$ cat config.mk
export PLATFORM = sky130hd
export DESIGN_NAME = axi_wr_slave_sram
export DESIGN_NICKNAME = d
export VERILOG_FILES = /design/src/rtl/axi_wr_slave_sram.sv
export SDC_FILE = /design/constraint.sdc
export NUM_CORES = 1
export LEC_CHECK = 0
export ABC_AREA = 0
export CAP_MARGIN = 20
export CORE_MARGIN = 4
export CORE_UTILIZATION = 55
export CTS_CLUSTER_DIAMETER = 200
export DETAILED_ROUTE_END_ITERATION = 16
export DONT_BUFFER_PORTS = 1
export PLACE_DENSITY_LB_ADDON = 0.3
export SYNTH_ARGS = -nofsm -noshare
export SYNTH_HDL_FRONTEND = slang
export SYNTH_SLANG_ARGS = --single-unit
$ cat constraint.sdc
create_clock -name clk -period 3.35 [get_ports clk]
set_clock_uncertainty 0.05 [all_clocks]
set_input_delay 0.67 -clock clk [delete_from_list [all_inputs] [get_ports clk]]
set_output_delay 0.67 -clock clk [all_outputs]
set_load 0.005 [all_outputs]
$ cat src/rtl/axi_wr_slave_sram.sv
// AXI4 write-channel responder that turns each W beat into a one-cycle SRAM write.
// Optional one-entry AW holding register enabled by AXI_WR_SLAVE_AW_PREFETCH_EN.
module axi_wr_slave_sram #(
  parameter int unsigned ID_WIDTH       = 8,
  parameter int unsigned ADDR_WIDTH     = 16,
  parameter int unsigned DATA_WIDTH     = 64,
  parameter int unsigned STRB_WIDTH     = DATA_WIDTH / 8,
  parameter int unsigned MEM_ADDR_WIDTH = 10
) (
  input  logic                      clk,
  input  logic                      rst_n,
  input  logic [ID_WIDTH-1:0]       axi_awid,
  input  logic [ADDR_WIDTH-1:0]     axi_awaddr,
  input  logic [7:0]                axi_awlen,
  input  logic [2:0]                axi_awsize,
  input  logic [1:0]                axi_awburst,
  input  logic                      axi_awlock,
  input  logic [3:0]                axi_awcache,
  input  logic [2:0]                axi_awprot,
  input  logic                      axi_awvalid,
  output logic                      axi_awready,
  input  logic [DATA_WIDTH-1:0]     axi_wdata,
  input  logic [STRB_WIDTH-1:0]     axi_wstrb,
  input  logic                      axi_wlast,
  input  logic                      axi_wvalid,
  output logic                      axi_wready,
  output logic [ID_WIDTH-1:0]       axi_bid,
  output logic                      axi_bresp,
  output logic                      axi_bvalid,
  input  logic                      axi_bready,
  output logic                      mem_we,
  output logic [MEM_ADDR_WIDTH-1:0] mem_addr,
  output logic [DATA_WIDTH-1:0]     mem_wdata,
  output logic [STRB_WIDTH-1:0]     mem_wstrb
);

  localparam int unsigned Offs  = $clog2(STRB_WIDTH);
  localparam int unsigned HiBit = Offs + MEM_ADDR_WIDTH;

  typedef enum logic [1:0] {StIdle, StData, StResp} state_e;

  state_e state_q, state_d;

  logic [ID_WIDTH-1:0]       id_q, id_d;
  logic [ADDR_WIDTH-1:0]     addr_q, addr_d;
  logic [7:0]                len_q, len_d;
  logic [2:0]                size_q, size_d;
  logic [1:0]                burst_q, burst_d;
  logic                      err_q, err_d;
  logic [8:0]                cnt_q, cnt_d;

  logic                      awready_q, awready_d;
  logic                      wready_q, wready_d;
  logic                      bvalid_q, bvalid_d;
  logic                      bresp_q, bresp_d;
  logic [ID_WIDTH-1:0]       bid_q, bid_d;
  logic                      mem_we_q, mem_we_d;
  logic [MEM_ADDR_WIDTH-1:0] mem_addr_q, mem_addr_d;
  logic [DATA_WIDTH-1:0]     mem_wdata_q, mem_wdata_d;
  logic [STRB_WIDTH-1:0]     mem_wstrb_q, mem_wstrb_d;

  logic aw_hs, w_hs, b_hs;
  logic load, load_hold, last_cnt;

  logic [ID_WIDTH-1:0]   cmd_id;
  logic [ADDR_WIDTH-1:0] cmd_addr;
  logic [7:0]            cmd_len;
  logic [2:0]            cmd_size;
  logic [1:0]            cmd_burst;

  logic [ADDR_WIDTH-1:0] step, wrap_mask, addr_inc, addr_nxt;

  logic unused_aw_attr;
  assign unused_aw_attr = ^{axi_awlock, axi_awcache, axi_awprot};

  assign axi_awready = awready_q;
  assign axi_wready  = wready_q;
  assign axi_bvalid  = bvalid_q;
  assign axi_bresp   = bresp_q;
  assign axi_bid     = bid_q;
  assign mem_we      = mem_we_q;
  assign mem_addr    = mem_addr_q;
  assign mem_wdata   = mem_wdata_q;
  assign mem_wstrb   = mem_wstrb_q;

  assign aw_hs = axi_awvalid && awready_q;
  assign w_hs  = axi_wvalid && wready_q;
  assign b_hs  = bvalid_q && axi_bready;

  function automatic logic cmd_err(input logic [ADDR_WIDTH-1:0] addr, input logic [7:0] len,
                                   input logic [2:0] size, input logic [1:0] burst);
    logic bad;
    bad = ({29'd0, size} > Offs) || (burst == 2'b11);
    if ((addr >> HiBit) != '0) bad = 1'b1;
    if (burst == 2'b10 && !(len inside {8'd1, 8'd3, 8'd7, 8'd15})) bad = 1'b1;
    return bad;
  endfunction

  // Next beat address; window math only meaningful for legal WRAP lengths.
  always_comb begin
    step      = ADDR_WIDTH'(1) << size_q;
    wrap_mask = ((ADDR_WIDTH'(len_q) + ADDR_WIDTH'(1)) << size_q) - ADDR_WIDTH'(1);
    addr_inc  = addr_q + step;
    unique case (burst_q)
      2'b00:   addr_nxt = addr_q;
      2'b10:   addr_nxt = (addr_q & ~wrap_mask) | (addr_inc & wrap_mask);
      default: addr_nxt = addr_inc;
    endcase
  end

`ifdef AXI_WR_SLAVE_AW_PREFETCH_EN
  logic                  hold_valid_q, hold_valid_d;
  logic [ID_WIDTH-1:0]   hold_id_q;
  logic [ADDR_WIDTH-1:0] hold_addr_q;
  logic [7:0]            hold_len_q;
  logic [2:0]            hold_size_q;
  logic [1:0]            hold_burst_q;
  logic                  aw_to_hold;

  assign cmd_id    = load_hold ? hold_id_q    : axi_awid;
  assign cmd_addr  = load_hold ? hold_addr_q  : axi_awaddr;
  assign cmd_len   = load_hold ? hold_len_q   : axi_awlen;
  assign cmd_size  = load_hold ? hold_size_q  : axi_awsize;
  assign cmd_burst = load_hold ? hold_burst_q : axi_awburst;

  // A command arriving while busy parks here unless it is consumed directly on the B handshake.
  assign aw_to_hold = aw_hs && (state_q != StIdle) && !(load && !load_hold);

  always_comb begin
    hold_valid_d = hold_valid_q;
    if (load_hold) hold_valid_d = 1'b0;
    if (aw_to_hold) hold_valid_d = 1'b1;
  end

  always_ff @(posedge clk) begin
    if (!rst_n) begin
      hold_valid_q <= 1'b0;
      hold_id_q    <= '0;
      hold_addr_q  <= '0;
      hold_len_q   <= '0;
      hold_size_q  <= '0;
      hold_burst_q <= '0;
    end else begin
      hold_valid_q <= hold_valid_d;
      if (aw_to_hold) begin
        hold_id_q    <= axi_awid;
        hold_addr_q  <= axi_awaddr;
        hold_len_q   <= axi_awlen;
        hold_size_q  <= axi_awsize;
        hold_burst_q <= axi_awburst;
      end
    end
  end
`else
  assign cmd_id    = axi_awid;
  assign cmd_addr  = axi_awaddr;
  assign cmd_len   = axi_awlen;
  assign cmd_size  = axi_awsize;
  assign cmd_burst = axi_awburst;
`endif

  always_comb begin
    state_d   = state_q;
    id_d      = id_q;
    addr_d    = addr_q;
    len_d     = len_q;
    size_d    = size_q;
    burst_d   = burst_q;
    err_d     = err_q;
    cnt_d     = cnt_q;
    load      = 1'b0;
    load_hold = 1'b0;
    last_cnt  = (cnt_q == {1'b0, len_q});

    unique case (state_q)
      StIdle: begin
        if (aw_hs) begin
          load    = 1'b1;
          state_d = StData;
        end
      end
      StData: begin
        if (w_hs) begin
          cnt_d  = cnt_q + 9'd1;
          addr_d = addr_nxt;
          if (last_cnt || axi_wlast) begin
            state_d = StResp;
            if (last_cnt != axi_wlast) err_d = 1'b1;
          end
        end
      end
      StResp: begin
        if (b_hs) begin
          state_d = StIdle;
`ifdef AXI_WR_SLAVE_AW_PREFETCH_EN
          if (hold_valid_q) begin
            load      = 1'b1;
            load_hold = 1'b1;
            state_d   = StData;
          end else if (aw_hs) begin
            load    = 1'b1;
            state_d = StData;
          end
`endif
        end
      end
      default: state_d = StIdle;
    endcase

    if (load) begin
      id_d    = cmd_id;
      addr_d  = cmd_addr;
      len_d   = cmd_len;
      size_d  = cmd_size;
      burst_d = cmd_burst;
      err_d   = cmd_err(cmd_addr, cmd_len, cmd_size, cmd_burst);
      cnt_d   = '0;
    end
  end

  always_comb begin
`ifdef AXI_WR_SLAVE_AW_PREFETCH_EN
    awready_d = (state_d == StIdle) || !hold_valid_d;
`else
    awready_d = (state_d == StIdle);
`endif
    wready_d    = (state_d == StData);
    bvalid_d    = (state_d == StResp);
    bresp_d     = (state_d == StResp) && err_d;
    bid_d       = (state_d == StResp) ? id_d : '0;
    mem_we_d    = w_hs && !err_q;
    mem_addr_d  = w_hs ? addr_q[Offs +: MEM_ADDR_WIDTH] : mem_addr_q;
    mem_wdata_d = w_hs ? axi_wdata : mem_wdata_q;
    mem_wstrb_d = w_hs ? axi_wstrb : mem_wstrb_q;
  end

  always_ff @(posedge clk) begin
    if (!rst_n) begin
      state_q     <= StIdle;
      id_q        <= '0;
      addr_q      <= '0;
      len_q       <= '0;
      size_q      <= '0;
      burst_q     <= '0;
      err_q       <= 1'b0;
      cnt_q       <= '0;
      awready_q   <= 1'b0;
      wready_q    <= 1'b0;
      bvalid_q    <= 1'b0;
      bresp_q     <= 1'b0;
      bid_q       <= '0;
      mem_we_q    <= 1'b0;
      mem_addr_q  <= '0;
      mem_wdata_q <= '0;
      mem_wstrb_q <= '0;
    end else begin
      state_q     <= state_d;
      id_q        <= id_d;
      addr_q      <= addr_d;
      len_q       <= len_d;
      size_q      <= size_d;
      burst_q     <= burst_d;
      err_q       <= err_d;
      cnt_q       <= cnt_d;
      awready_q   <= awready_d;
      wready_q    <= wready_d;
      bvalid_q    <= bvalid_d;
      bresp_q     <= bresp_d;
      bid_q       <= bid_d;
      mem_we_q    <= mem_we_d;
      mem_addr_q  <= mem_addr_d;
      mem_wdata_q <= mem_wdata_d;
      mem_wstrb_q <= mem_wstrb_d;
    end
  end

endmodule

Word-level counts from Yosys, hierarchy flattened
Cells that the tools add are included.
- add/sub/neg operators: 4
- magnitude comparators: 1
- eq/ne operators: 14
- shifts and indexed selects: 2
- mux-type cells: 19
- bitwise gates (word level): 5
- reductions and logical operators: 21
- operators with widths (cell ; count):
    $mux 16 ; 3
    $and 16x16->16 ; 2
    $pmux 16 s2 ; 1
    $add 16x16->16 ; 1
    $not 16->16 ; 1
    $or 16x16->16 ; 1
    $reduce_bool 16->1 ; 1
    $shl 1x3->16 const A ; 1
    $shl 9x3->16 ; 1
    $sub 16x1->16 const B ; 1
    $eq 2x2->1 const B ; 5
    $add 8x1->9 const B ; 1
    $add 9x1->9 const B ; 1
    $eq 9x8->1 ; 1
    $mux 1 ; 9
    $eq 8x1->1 const B ; 1
    $eq 8x2->1 const B ; 1
    $eq 8x3->1 const B ; 1
    $eq 8x4->1 const B ; 1
    $mux 2 ; 4
    $mux 8 ; 1
    $logic_and 1x1->1 ; 6
    $logic_not 2->1 ; 3
    $pmux 2 s3 ; 1
    12 further kinds ; 17
- bits in registers: 144
- bits of input ports: 123
- output and inout bits: 95

Logic depth before layout (Yosys ltp)
- word-level depth: 10
- gate-level depth with buffers: 15
- mapped depth without buffers: 13

Least setup slack after synthesis
OpenSTA, ideal clock, no wires.
- path type: reg-to-reg
- start: register size_q[2]
- end: register (tool-made name)
- arrival time: 3187 ps
- required time: 3214 ps
- setup slack: 27 ps
- stages on the path, launching flop included: 15
- buffers on the path: 2
- period minus slack after synthesis: 3323 ps
- path through: dfxtp_1 > clkbuf_1 > buf_1 > nor2_1 > ha_1 > fa_1 > a21o_1 > a21o_1 > a21o_1 > a21o_1 > a211oi_1 > nor2_1 > o211ai_1 > xor2_1 > a211oi_1
- RTL lines (what ; RTL line ; RTL):
    start: declaration ; 47 ; logic [2:0] size_q, size_d;
    start signal: assignment ; 261 ; size_q <= size_d;

==> tab_implementation.tex <==
\begin{tabular}{lr}
\hline
Metric & Value \\
\hline
\multicolumn{2}{l}{\textbf{Timing}} \\
Final hold slack & 0.329 ns \\
Setup repair after global routing missed its margin & false \\
Total setup violations reported at the end of the flow & 0 \\
Maximum achievable frequency & 0.322 GHz \\
Final period util & 0.926 \\
Post-route minimum period & roughly 3.1 ns \\
Actual slew at the worst max-slew pin & approximately 0.85 ns \\
Final hold viol count & 0 \\
Final number of max-transition violations & 0 \\
Accumulated negative setup slack & 0 ns \\
Setup WS post-layout & between 0.2 and 0.25 ns \\
Tightest slew margin relative to the limit & 0.425 \\
\multicolumn{2}{l}{\textbf{Routing}} \\
Routed WL per cell & roughly 18 um \\
Number of remaining DRC errors & 0 \\
Post-route ant nets & 0 \\
Detailed router's first-iteration violation count & 484 \\
Via count & $\sim$5800 \\
Total iterations of the first detailed-routing run & 6 \\
Via-per-instance ratio & a little under 6 \\
Total wirelength of the detailed-routed design & about 18000 um \\
\multicolumn{2}{l}{\textbf{Logic synthesis}} \\
Share of the synthesized area in the top cell type & 0.429 \\
Portion of the post-synthesis area used by sequential elements & 0.429 \\
Top cell type by total area after synthesis & sky130\_fd\_sc\_hd\_\_dfxtp\_1 \\
Post-synth ARST share & 0 \\
Prevailing post-synth register cell & sky130\_fd\_sc\_hd\_\_dfxtp\_1 \\
Post-Syn Area & approximately 6600 um\^{}2 \\
Number of synthesized register bits & roughly 140 \\
Number of warning messages in the yosys log & 0 \\
Number of flops mapped to enable cells by yosys & 0 \\
Count of cell types in the netlist & 63 \\
Average cell area after synthesis & slightly below 8 um\^{}2 \\
Instance count of the mapped netlist & between 800 and 900 \\
Largest cells by area after synthesis & sky130\_fd\_sc\_hd\_\_dfxtp\_1, sky130\_fd\_sc\_hd\_\_nand2\_1, sky130\_fd\_sc\_hd\_\_a21oi\_1, sky130\_fd\_sc\_hd\_\_nor2\_1, sky130\_fd\_sc\_hd\_\_mux2i\_1 \\
Net count of the mapped netlist & 973 \\
\multicolumn{2}{l}{\textbf{Setup path}} \\
Data arrival time of the critical path & approximately 3.4 ns \\
Delay of the slowest cell on the worst path & 0.42 ns \\
Required time of the critical path & between 3 and 4 ns \\
Worst flop-to-flop path startpoint & size\_q[0] \\
Cell type with the highest occurrence count on the critical path & sky130\_fd\_sc\_hd\_\_a21o\_1 \\
Cell chain of the critical path & or2\_2 > nor2\_1 > ha\_1 > fa\_1 > a21o\_1 > a21o\_1 > a21o\_1 > a21o\_1 > a211oi\_1 > nor2\_1 > o211ai\_1 > xor2\_1 > a211oi\_1 \\
Origin of the worst setup path & size\_q[0] \\
Highest-delay cell along the critical path & sky130\_fd\_sc\_hd\_\_fa\_1 \\
Setup crit end kind & flop \\
Maximum fanout along the worst path & 7 \\
Worst Path Class, Setup & flop to flop \\
Launching element type of the critical path & flop \\
\multicolumn{2}{l}{\textbf{Clock network}} \\
Clock-pin slew on the worst setup and hold paths & around 0.060 ns \\
TritonCTS clock tree & done \\
Buffer cell driving the clock tree root & sky130\_fd\_sc\_hd\_\_clkbuf\_16 \\
Skew-Pair Late Insertion Delay & slightly above 0.4 ns \\
Number of H-tree levels & 4 \\
Buffers inserted during post-CTS setup optimization & 0 \\
Total CTS buffers & 17 \\
Post-CTS Hold Buffers & 0 \\
Number of sinks on the clock net & $\sim$140 \\
Number of gates given a new drive strength after cts & 0 \\
Number of buffers on the longest clock path & 2 \\
\multicolumn{2}{l}{\textbf{Power and ir drop}} \\
Leakage power summed over all cells & approximately 2.6 nW \\
Power density over the cells & $\sim$550 nW/um\^{}2 \\
Worst supply voltage drop on vdd & around 0.40 mV \\
Overall power of the completed layout & 4.06 mW \\
\multicolumn{2}{l}{\textbf{Worst hold path}} \\
Worst Hold Class & input pin to flop \\
Startpoint of the worst hold path & rst\_n \\
\multicolumn{2}{l}{\textbf{GRT}} \\
Total global routing track utilization & 0.251 \\
Number of global-route vias before repair & between 5000 and 6000 \\
Pin count of the biggest net entering global routing & 86 \\
Remaining Overflow, GRT & 0 \\
Wire length of the first global-routing pass & 28500 um \\
Initial antenna violation count & 0 \\
\multicolumn{2}{l}{\textbf{Cells and area}} \\
Filler cells & 984 \\
Final instance count without filler cells & about 980 \\
Total inserted antenna cells & 0 \\
Nets & a little under 1000 \\
Area Growth Syn to Fin & 11.9\% \\
Share of layout cells above drive strength 1 & 0.0976 \\
Fraction of the core area covered by cells at the end of the flow & 0.636 \\
Total non-filler cell area in the finished layout & $\sim$7400 um\^{}2 \\
\multicolumn{2}{l}{\textbf{Run status}} \\
Run status & finished clean \\
\multicolumn{2}{l}{\textbf{Die}} \\
Effective utilization at floorplan & 0.568 \\
Vertical die dimension & between 100 and 150 um \\
Boundary Pins & between 200 and 250 \\
Row Count & 39 \\
DIE AREA & 13800 um\^{}2 \\
Width of the chip & approximately 120 um \\
Area of the core region & 11600 um\^{}2 \\
\multicolumn{2}{l}{\textbf{Place}} \\
Placer's final routability congestion estimate & around 0.92 \\
Number of port buffers & 0 \\
Placed wire-length estimate after detailed placement & 13000 um \\
Inst Count DP & $\sim$950 \\
Area after detailed placement & just under 7000 um\^{}2 \\
Worst slack after detailed placement & 0.217 ns \\
\multicolumn{2}{l}{\textbf{Run}} \\
Max-cap violations & 0 \\
\hline
\end{tabular}
==> flip-flops by register name, summed over array words and instances (netlist names), named ones only <==
register     flops
axi_wready       1
axi_bresp        1
cnt_q            9
size_q           3
axi_bvalid       1
len_q            8
mem_wdata       64
id_q             8
axi_awready      1
err_q            1
burst_q          2
mem_we           1
axi_bid          8
mem_addr        10
state_q          2
mem_wstrb        8
==> layer usage <==
metal	vias to the layer above	share of wire	routed length [um]	global-route usage
met5	-	0	0	0
met4	0	0.015	257	0.0799
met3	26	0.089	1560	0.0953
met2	244	0.50	8830	0.428
met1	2721	0.39	6870	0.292
li1	2833	-	-	-
==> worst paths after layout <==
| path | slack (ns) | depth (start not counted) | end |
|---|---|---|---|
| max reg2reg | 0.25 | 13 | flop |
| max | 0.25 | 13 | flop |
| min reg2reg | 0.43 | 2 | mem_addr[1] |
| min | 0.33 | 1 | err_q |
==> cell type report <==
type	instances	area, um^2	share of cell area
repair buffers	28	235	0.0320
multi-input cells	626	3480	0.473
clock buffers	19	443	0.0602
clock inverters	12	138	0.0187
well taps	143	179	0.0243
inverters	14	53.8	0.00732
flip-flops and latches	141	2820	0.384
==> cell families (layout without fill, tap and decap cells) <==
logic type | after synthesis | after routing | synth area share
AOI/OAI and AO/OA | 208 | 208 | 0.194
xor gates and xnor gates | 35 | 35 | 0.0478
adders and majority gates | 13 | 13 | 0.0259
buffers and inverters | 70 | 73 | 0.0426
DFF | 141 | 141 | 0.429
muxes | 19 | 19 | 0.0291
and+or+nand+nor | 351 | 351 | 0.231
==> layout by cell type, fill, tap and decap left out, drive strengths merged, types with 2 or more instances in the layout <==
| cell | instances |
|---|---|
| or2 | 2 |
| o21ba | 2 |
| clkbuf | 19 |
| xnor2 | 21 |
| or3 | 5 |
| ha | 12 |
| nand2b | 4 |
| dfxtp | 141 |
| nor2b | 3 |
| clkinv | 9 |
| a32oi | 2 |
| o31ai | 2 |
| a21oi | 121 |
| nand2 | 221 |
| o21ai | 28 |
| bufinv | 2 |
| mux2i | 18 |
| o211ai | 4 |
| o21a | 2 |
| inv | 14 |
| a311oi | 3 |
| and3 | 5 |
| and2 | 5 |
| a2111oi | 2 |
| a31oi | 4 |
| nand3 | 12 |
| a21o | 8 |
| nand3b | 3 |
| a22oi | 3 |
| a211oi | 14 |
| o41ai | 3 |
| nor4 | 3 |
| xor2 | 14 |
| nor2 | 57 |
| buf | 28 |
| and4 | 2 |
| nand4 | 9 |
| nor3 | 16 |
==> synthesized netlist by cell type (all sizes together), types with 14 or more instances <==
cell	count
o21ai	28
xnor2	21
mux2i	18
buf	20
nor3	16
clkbuf	36
nand2	221
nor2	57
dfxtp	141
xor2	14
a21oi	121
a211oi	14
==> worst max-delay path, delay by kind of cell, from the launching register on <==
kind	cells	cell delay, ns
AO/OA/AOI/OAI	7	1.41
XOR/XNOR	1	0.09
flip-flops	1	0.41
AND/OR/NAND/NOR	3	0.41
adder cells (fa/ha/maj)	2	0.64
==> power breakdown <==
| part | total, mW | internal (mW) | switching (mW) |
|---|---|---|---|
| registers | 1.80 | 1.74 | 0.0590 |
| clock network | 1.85 | 1.12 | 0.728 |
| logic | 0.412 | 0.160 | 0.252 |
| total | 4.06 | 3.02 | 1.04 |
Note: power is estimated with default switching activity, not from simulation.
